File: config.mk
export PLATFORM = sky130hd
export DESIGN_NAME = if_stage
export DESIGN_NICKNAME = d
export VERILOG_FILES = /design/src/rtl/cpu_pkg.sv /design/src/rtl/if_stage_ifid_reg.sv /design/src/rtl/if_stage.sv
export SDC_FILE = /design/constraint.sdc
export NUM_CORES = 1
export LEC_CHECK = 0
export ABC_AREA = 1
export ABC_CLOCK_PERIOD_IN_PS = 1700
export BUFFER_PORTS_ARGS = -buffer_cell sky130_fd_sc_hd__buf_2
export CAP_MARGIN = 40
export CORE_UTILIZATION = 44
export CTS_CLUSTER_DIAMETER = 200
export DETAILED_ROUTE_END_ITERATION = 6
export GPL_TIMING_DRIVEN = 0
export PLACE_DENSITY_LB_ADDON = 0.05
export SYNTH_ARGS = -nofsm -noshare
export SYNTH_HDL_FRONTEND = slang
export SYNTH_SLANG_ARGS = --single-unit
export TNS_END_PERCENT = 10
File: constraint.sdc
create_clock -name CLOCK -period 1.7 [get_ports CLOCK]
set_input_delay 0.17 -clock CLOCK [delete_from_list [all_inputs] [get_ports CLOCK]]
set_output_delay 0.17 -clock CLOCK [all_outputs]
set_load 0.1 [all_outputs]
File: src/rtl/cpu_pkg.sv
// Shared pipeline definitions: default widths, PC step, bubble encoding
// and the fetch-state encoding used by the IF stage.
package cpu_pkg;
  localparam int CPU_ADDR_W  = 64;
  localparam int CPU_INSTR_W = 32;
  localparam int PC_INCR     = 4;
  localparam logic [CPU_INSTR_W-1:0] NOP_INSTR = '0;

  typedef enum logic {
    S_REQ  = 1'b0,
    S_HOLD = 1'b1
  } fetchState_t;
endpackage

File: src/rtl/if_stage_ifid_reg.sv
// IF/ID pipeline register: synchronous reset, flush, load enable and a
// bubble input that turns the slot into a NOP while keeping its PC.
module ifid_reg
  import cpu_pkg::*;
#(
  parameter int ADDR_W  = CPU_ADDR_W,
  parameter int INSTR_W = CPU_INSTR_W
) (
  input  logic               clock,
  input  logic               reset,
  input  logic               load,
  input  logic               flush,
  input  logic               bubble,
  input  logic [ADDR_W-1:0]  pcIn,
  input  logic [INSTR_W-1:0] instrIn,
  input  logic               validIn,
  output logic [ADDR_W-1:0]  pcOut,
  output logic [INSTR_W-1:0] instrOut,
  output logic               validOut
);

  // Reset and flush both clear the whole slot; a bubble only kills the
  // instruction so the held PC stays visible to decode.
  always_ff @(posedge clock) begin
    if (reset || flush) begin
      pcOut    <= '0;
      instrOut <= INSTR_W'(NOP_INSTR);
      validOut <= 1'b0;
    end else if (load) begin
      pcOut    <= pcIn;
      instrOut <= instrIn;
      validOut <= validIn;
    end else if (bubble) begin
      instrOut <= INSTR_W'(NOP_INSTR);
      validOut <= 1'b0;
    end
  end

endmodule

File: src/rtl/if_stage.sv
// LEGv8 instruction-fetch stage: PC, two-state fetch FSM and a one-entry
// skid buffer that catches an instruction returning during a stall.
module if_stage
  import cpu_pkg::*;
#(
  parameter int                ADDR_W   = CPU_ADDR_W,
  parameter int                INSTR_W  = CPU_INSTR_W,
  parameter logic [ADDR_W-1:0] RESET_PC = '0
) (
  input  logic               CLOCK,
  input  logic               RESET,
  input  logic               PCWire,
  input  logic               IFID_Write,
  input  logic               Branch_Taken,
  input  logic [ADDR_W-1:0]  Branch_Target,
  output logic               imem_req,
  output logic [ADDR_W-1:0]  imem_addr,
  input  logic               imem_ready,
  input  logic [INSTR_W-1:0] imem_rdata,
  output logic [ADDR_W-1:0]  IFID_PC,
  output logic [INSTR_W-1:0] IFID_Instruction,
  output logic               IFID_Valid
);

  fetchState_t        state;
  logic [ADDR_W-1:0]  pc;
  logic [ADDR_W-1:0]  bufPc;
  logic [INSTR_W-1:0] bufInstr;
  logic               bufValid;
  logic               reqReg;
  logic               adv;

  logic               ifidLoad;
  logic               ifidBubble;
  logic [ADDR_W-1:0]  ifidPcIn;
  logic [INSTR_W-1:0] ifidInstrIn;
  logic               ifidValidIn;

  assign adv       = PCWire & IFID_Write;
  assign imem_req  = reqReg;
  assign imem_addr = pc;

  // A ready response that cannot advance is parked in the skid buffer and
  // fetching pauses until the hazard unit releases the pipeline.
  always_ff @(posedge CLOCK) begin
    if (RESET) begin
      state    <= S_REQ;
      reqReg   <= 1'b1;
      pc       <= RESET_PC;
      bufPc    <= '0;
      bufInstr <= '0;
      bufValid <= 1'b0;
    end else if (Branch_Taken) begin
      state    <= S_REQ;
      reqReg   <= 1'b1;
      pc       <= Branch_Target;
      bufValid <= 1'b0;
    end else begin
      case (state)
        S_REQ: begin
          if (imem_ready) begin
            if (adv) begin
              pc <= pc + ADDR_W'(PC_INCR);
            end else begin
              bufPc    <= pc;
              bufInstr <= imem_rdata;
              bufValid <= 1'b1;
              state    <= S_HOLD;
              reqReg   <= 1'b0;
            end
          end
        end
        S_HOLD: begin
          if (adv) begin
            pc       <= pc + ADDR_W'(PC_INCR);
            bufValid <= 1'b0;
            state    <= S_REQ;
            reqReg   <= 1'b1;
          end
        end
        default: begin
          state  <= S_REQ;
          reqReg <= 1'b1;
        end
      endcase
    end
  end

  // IF/ID source selection: the skid buffer drains first, otherwise the
  // live memory response; a missing response under advance is a bubble.
  always_comb begin
    ifidLoad    = 1'b0;
    ifidBubble  = 1'b0;
    ifidPcIn    = pc;
    ifidInstrIn = imem_rdata;
    ifidValidIn = 1'b1;
    if (state == S_HOLD) begin
      ifidLoad    = adv;
      ifidPcIn    = bufPc;
      ifidInstrIn = bufInstr;
      ifidValidIn = bufValid;
    end else if (imem_ready) begin
      ifidLoad = adv;
    end else begin
      ifidBubble = adv;
    end
  end

  ifid_reg #(
    .ADDR_W (ADDR_W),
    .INSTR_W(INSTR_W)
  ) ifidReg (
    .clock   (CLOCK),
    .reset   (RESET),
    .load    (ifidLoad),
    .flush   (Branch_Taken),
    .bubble  (ifidBubble),
    .pcIn    (ifidPcIn),
    .instrIn (ifidInstrIn),
    .validIn (ifidValidIn),
    .pcOut   (IFID_PC),
    .instrOut(IFID_Instruction),
    .validOut(IFID_Valid)
  );

endmodule

==> run metrics <==
status=finished, violations left; failing checks=setup timing; drt pass-1 iters=6; Power Total=15.7 mW; Place WS=-0.924 ns; Die Span X=167 µm; final core area utilization=63.4%; worst-path cell chain=ha_4, nand2_4, nor2_4, nand3b_1, nor2_4, nand3_2, nand2_2, nand3_2, a21oi_1; FMAX=565 MHz; HP Class=primary input to register; max-cap check violation count=0; YS warnings=0; Peak VDD IR=803 µV; Vias per Instance=5.55; Synthesized Nets=1,771; Fillers=2,492; Routed Antenna Nets=0; Pint=10.7 mW; violation count after the first detailed-routing iteration=1,198; Rows=60; Skew-Pair Late Insertion Delay=0.56 ns; unrepaired setup endpoints after global routing=true; first-pass GRT wire length=74,800 µm; CP Max Fanout=6; part of the cycle the worst path needs=104%; cell family with most CP delay=simple AND/OR/NAND/NOR gates; DP HPWL=37,400 µm; clock skew=0.0113 ns; DR vias=13,700; area post-placement=14,000 µm²; Clock Sinks=260; CTS clk-pin slew, worst paths=0.06 ns; CP bufs+invs=0; number of global-route vias before repair=12,600; PD cells=918 nW/µm²; Final Hold Viols=0; CP endpoint kind=register; grt ovf=0; RePlAce Congestion=0.970; fraction of layout cells with a size suffix above 1=29.7%; leakage power=7.02 nW; clock tree root buffer cell=clkbuf_16; Worst path max stage delay=0.39 ns; relative slew slack=45.9%; clock share of power=38.9%; Slew Limit Fails=0; critical path class=register to register; Clock Tree Buf Depth=3; sequential fraction of the synthesis area=43.3%; Syn-to-layout area delta=41.9%; number of buffers created by CTS=28; fin area=17,100 µm²; Post-Synthesis Cells=1,667; GRT Total Usage=35.1%; Final WS setup=-0.0705 ns; routed len/inst=20.6 µm; Worst setup SP type=register; initial antenna violation count=0; Critical Path RT=2.19 ns; DIE AREA=28,000 µm²; H-tree depth=1; Sw Ratio=31.8%; slowest CP cell=dfxtp_4; initial core utilization=44.7%; CTS tree=built; Tmin final=1.77 ns; Worst-Margin Slew=0.812 ns; setup violators final=26; Sequential Power Share=42.7%; register area=5390 µm²; footprint of the multi-input gates=6630 µm²; combinational cell fraction of total power=18.4%; IO buf count=261; setup TNS=-0.859 ns; Sw Pwr=4.97 mW; Netlist Area Pre-Place=12,000 µm²; Mean Syn Cell Area=7.21 µm²; Die Y=167 µm; core box area=26,900 µm²; synthesis-stage register bit count=260; DRC Markers=0; pin count of the biggest net entering global routing=16; Worst EP arrival=2.26 ns; Cell variety after synth=33; I/O pins=264; WL final=50,700 µm; fin nets=2,201
## placed cells by master (no fill, tap or decap), drive strengths merged, types with 16 or more instances in the layout
cell type      n
buf          348
nor2         275
clkbuf       108
mux2i         32
dlygate4sd3   96
a21oi         95
nand3         92
nand4         16
a31oi         56
a22oi         39
o21ai        196
a311oi        17
dfxtp        260
nand2        361
inv           83
## path summary, 6_finish.rpt
kind | start | end | slack [ns] | cells past startpoint
setup / recovery | imem_addr[3]$_SDFFE_PP0P_ | imem_addr[52]$_SDFFE_PP0P_ | -0.07 | 9
hold reg to reg | ifidReg.validOut$_SDFFE_PP0P_ | ifidReg.validOut$_SDFFE_PP0P_ | 0.47 | 2
setup reg to reg | imem_addr[3]$_SDFFE_PP0P_ | imem_addr[52]$_SDFFE_PP0P_ | -0.07 | 9
hold / removal | IFID_Write | ifidReg.validOut$_SDFFE_PP0P_ | 0.04 | 4
## flip-flops by register name, summed over array words and instances (netlist names)
register and count:
state 1, bufValid 1, ifidReg.instrOut 32, bufInstr 32
ifidReg.pcOut 64, imem_req 1, bufPc 64, ifidReg.validOut 1
imem_addr 64
## layout make-up
| cell class | count | area share (%) |
|---|---|---|
| clock buffers | 44 | 5.06 |
| clock inverters | 7 | 0.382 |
| repair buffers | 404 | 15.7 |
| inverters | 81 | 1.86 |
| diodes | 2 | 0.0294 |
| plain buffers | 104 | 3.96 |
| well taps | 341 | 2.50 |
| multi-input cells | 1218 | 38.9 |
| flip-flops and latches | 260 | 31.6 |
## power by group through the flow
stage / Combinational [mW] / Sequential (mW) / Clock, mW
after floorplan: 0.841 / 7.71 / 0
after global placement: 2.48 / 6.80 / 0
after detailed placement: 2.50 / 6.81 / 0
after CTS: 2.76 / 6.67 / 6.12
after global routing: 3.04 / 6.72 / 6.35
final: 2.88 / 6.69 / 6.08
## layer usage
| layer | up-vias | track usage (%) | share of wire (%) |
|---|---|---|---|
| met1 | 6486 | 48.6 | 44 |
| met2 | 624 | 55.4 | 45 |
| met5 | - | 0 | 0 |
| met4 | 0 | 12.7 | 3.6 |
| li1 | 6466 | - | - |
| met3 | 85 | 5.13 | 7.9 |
## logic make-up after synthesis
| group | count (synthesis) | synth area share [%] |
|---|---|---|
| adders and majority gates | 2 | 0.208 |
| and+or+nand+nor | 751 | 26.5 |
| xor gates and xnor gates | 22 | 1.67 |
| DFF | 260 | 43.3 |
| AOI/OAI and AO/OA | 411 | 19.3 |
| muxes | 32 | 2.67 |
| buffers and inverters | 189 | 6.29 |
## cells in the mapped netlist (all sizes together)
master | count | area share (%)
nand2 | 361 | 12
o21ai | 196 | 8.2
clkbuf | 72 | 2.3
nand3 | 92 | 3.8
o21bai | 5 | 0.37
xor2 | 11 | 0.80
nor3 | 5 | 0.21
nand4 | 16 | 0.83
ha | 2 | 0.21
nand3b | 1 | 0.063
or2 | 1 | 0.052
a21oi | 95 | 4.0
inv | 81 | 2.5
dfxtp | 260 | 43
buf | 36 | 1.5
o211ai | 3 | 0.19
a311oi | 17 | 1.2
nor2 | 275 | 9.7
a22oi | 39 | 2.4
a31oi | 56 | 2.9
xnor2 | 11 | 0.86
mux2i | 32 | 2.7
## worst register-to-register path: cells and delay by family (launching register included)
family,cells,cell delay [ns]
AO/OA/AOI/OAI,1,0.14
adder cells (fa/ha/maj),1,0.15
flip-flops,1,0.39
AND/OR/NAND/NOR,7,1.02
## stage by stage
step | hold slack (ns) | cells
after floorplan | 0.319 | 1667
after global placement | 0.436 | 2269
after detailed placement | 0.444 | 2269
after CTS | 0.0269 | 2432
after global routing | 0.0777 | 2459
final | 0.0445 | 2461
## repair_timing
| item | 4_1_cts | 5_1_grt |
|---|---|---|
| setup endpoints to repair | 224 | 222 |
| hold buffers | 96 | 0 |
| hold endpoints to repair | 128 | 0 |
| gates resized for setup | 95 | 179 |
| buffers inserted | 17 | 30 |
| pin swaps | 9 | 41 |
No activity file was read; power rests on OpenSTA's default activity.
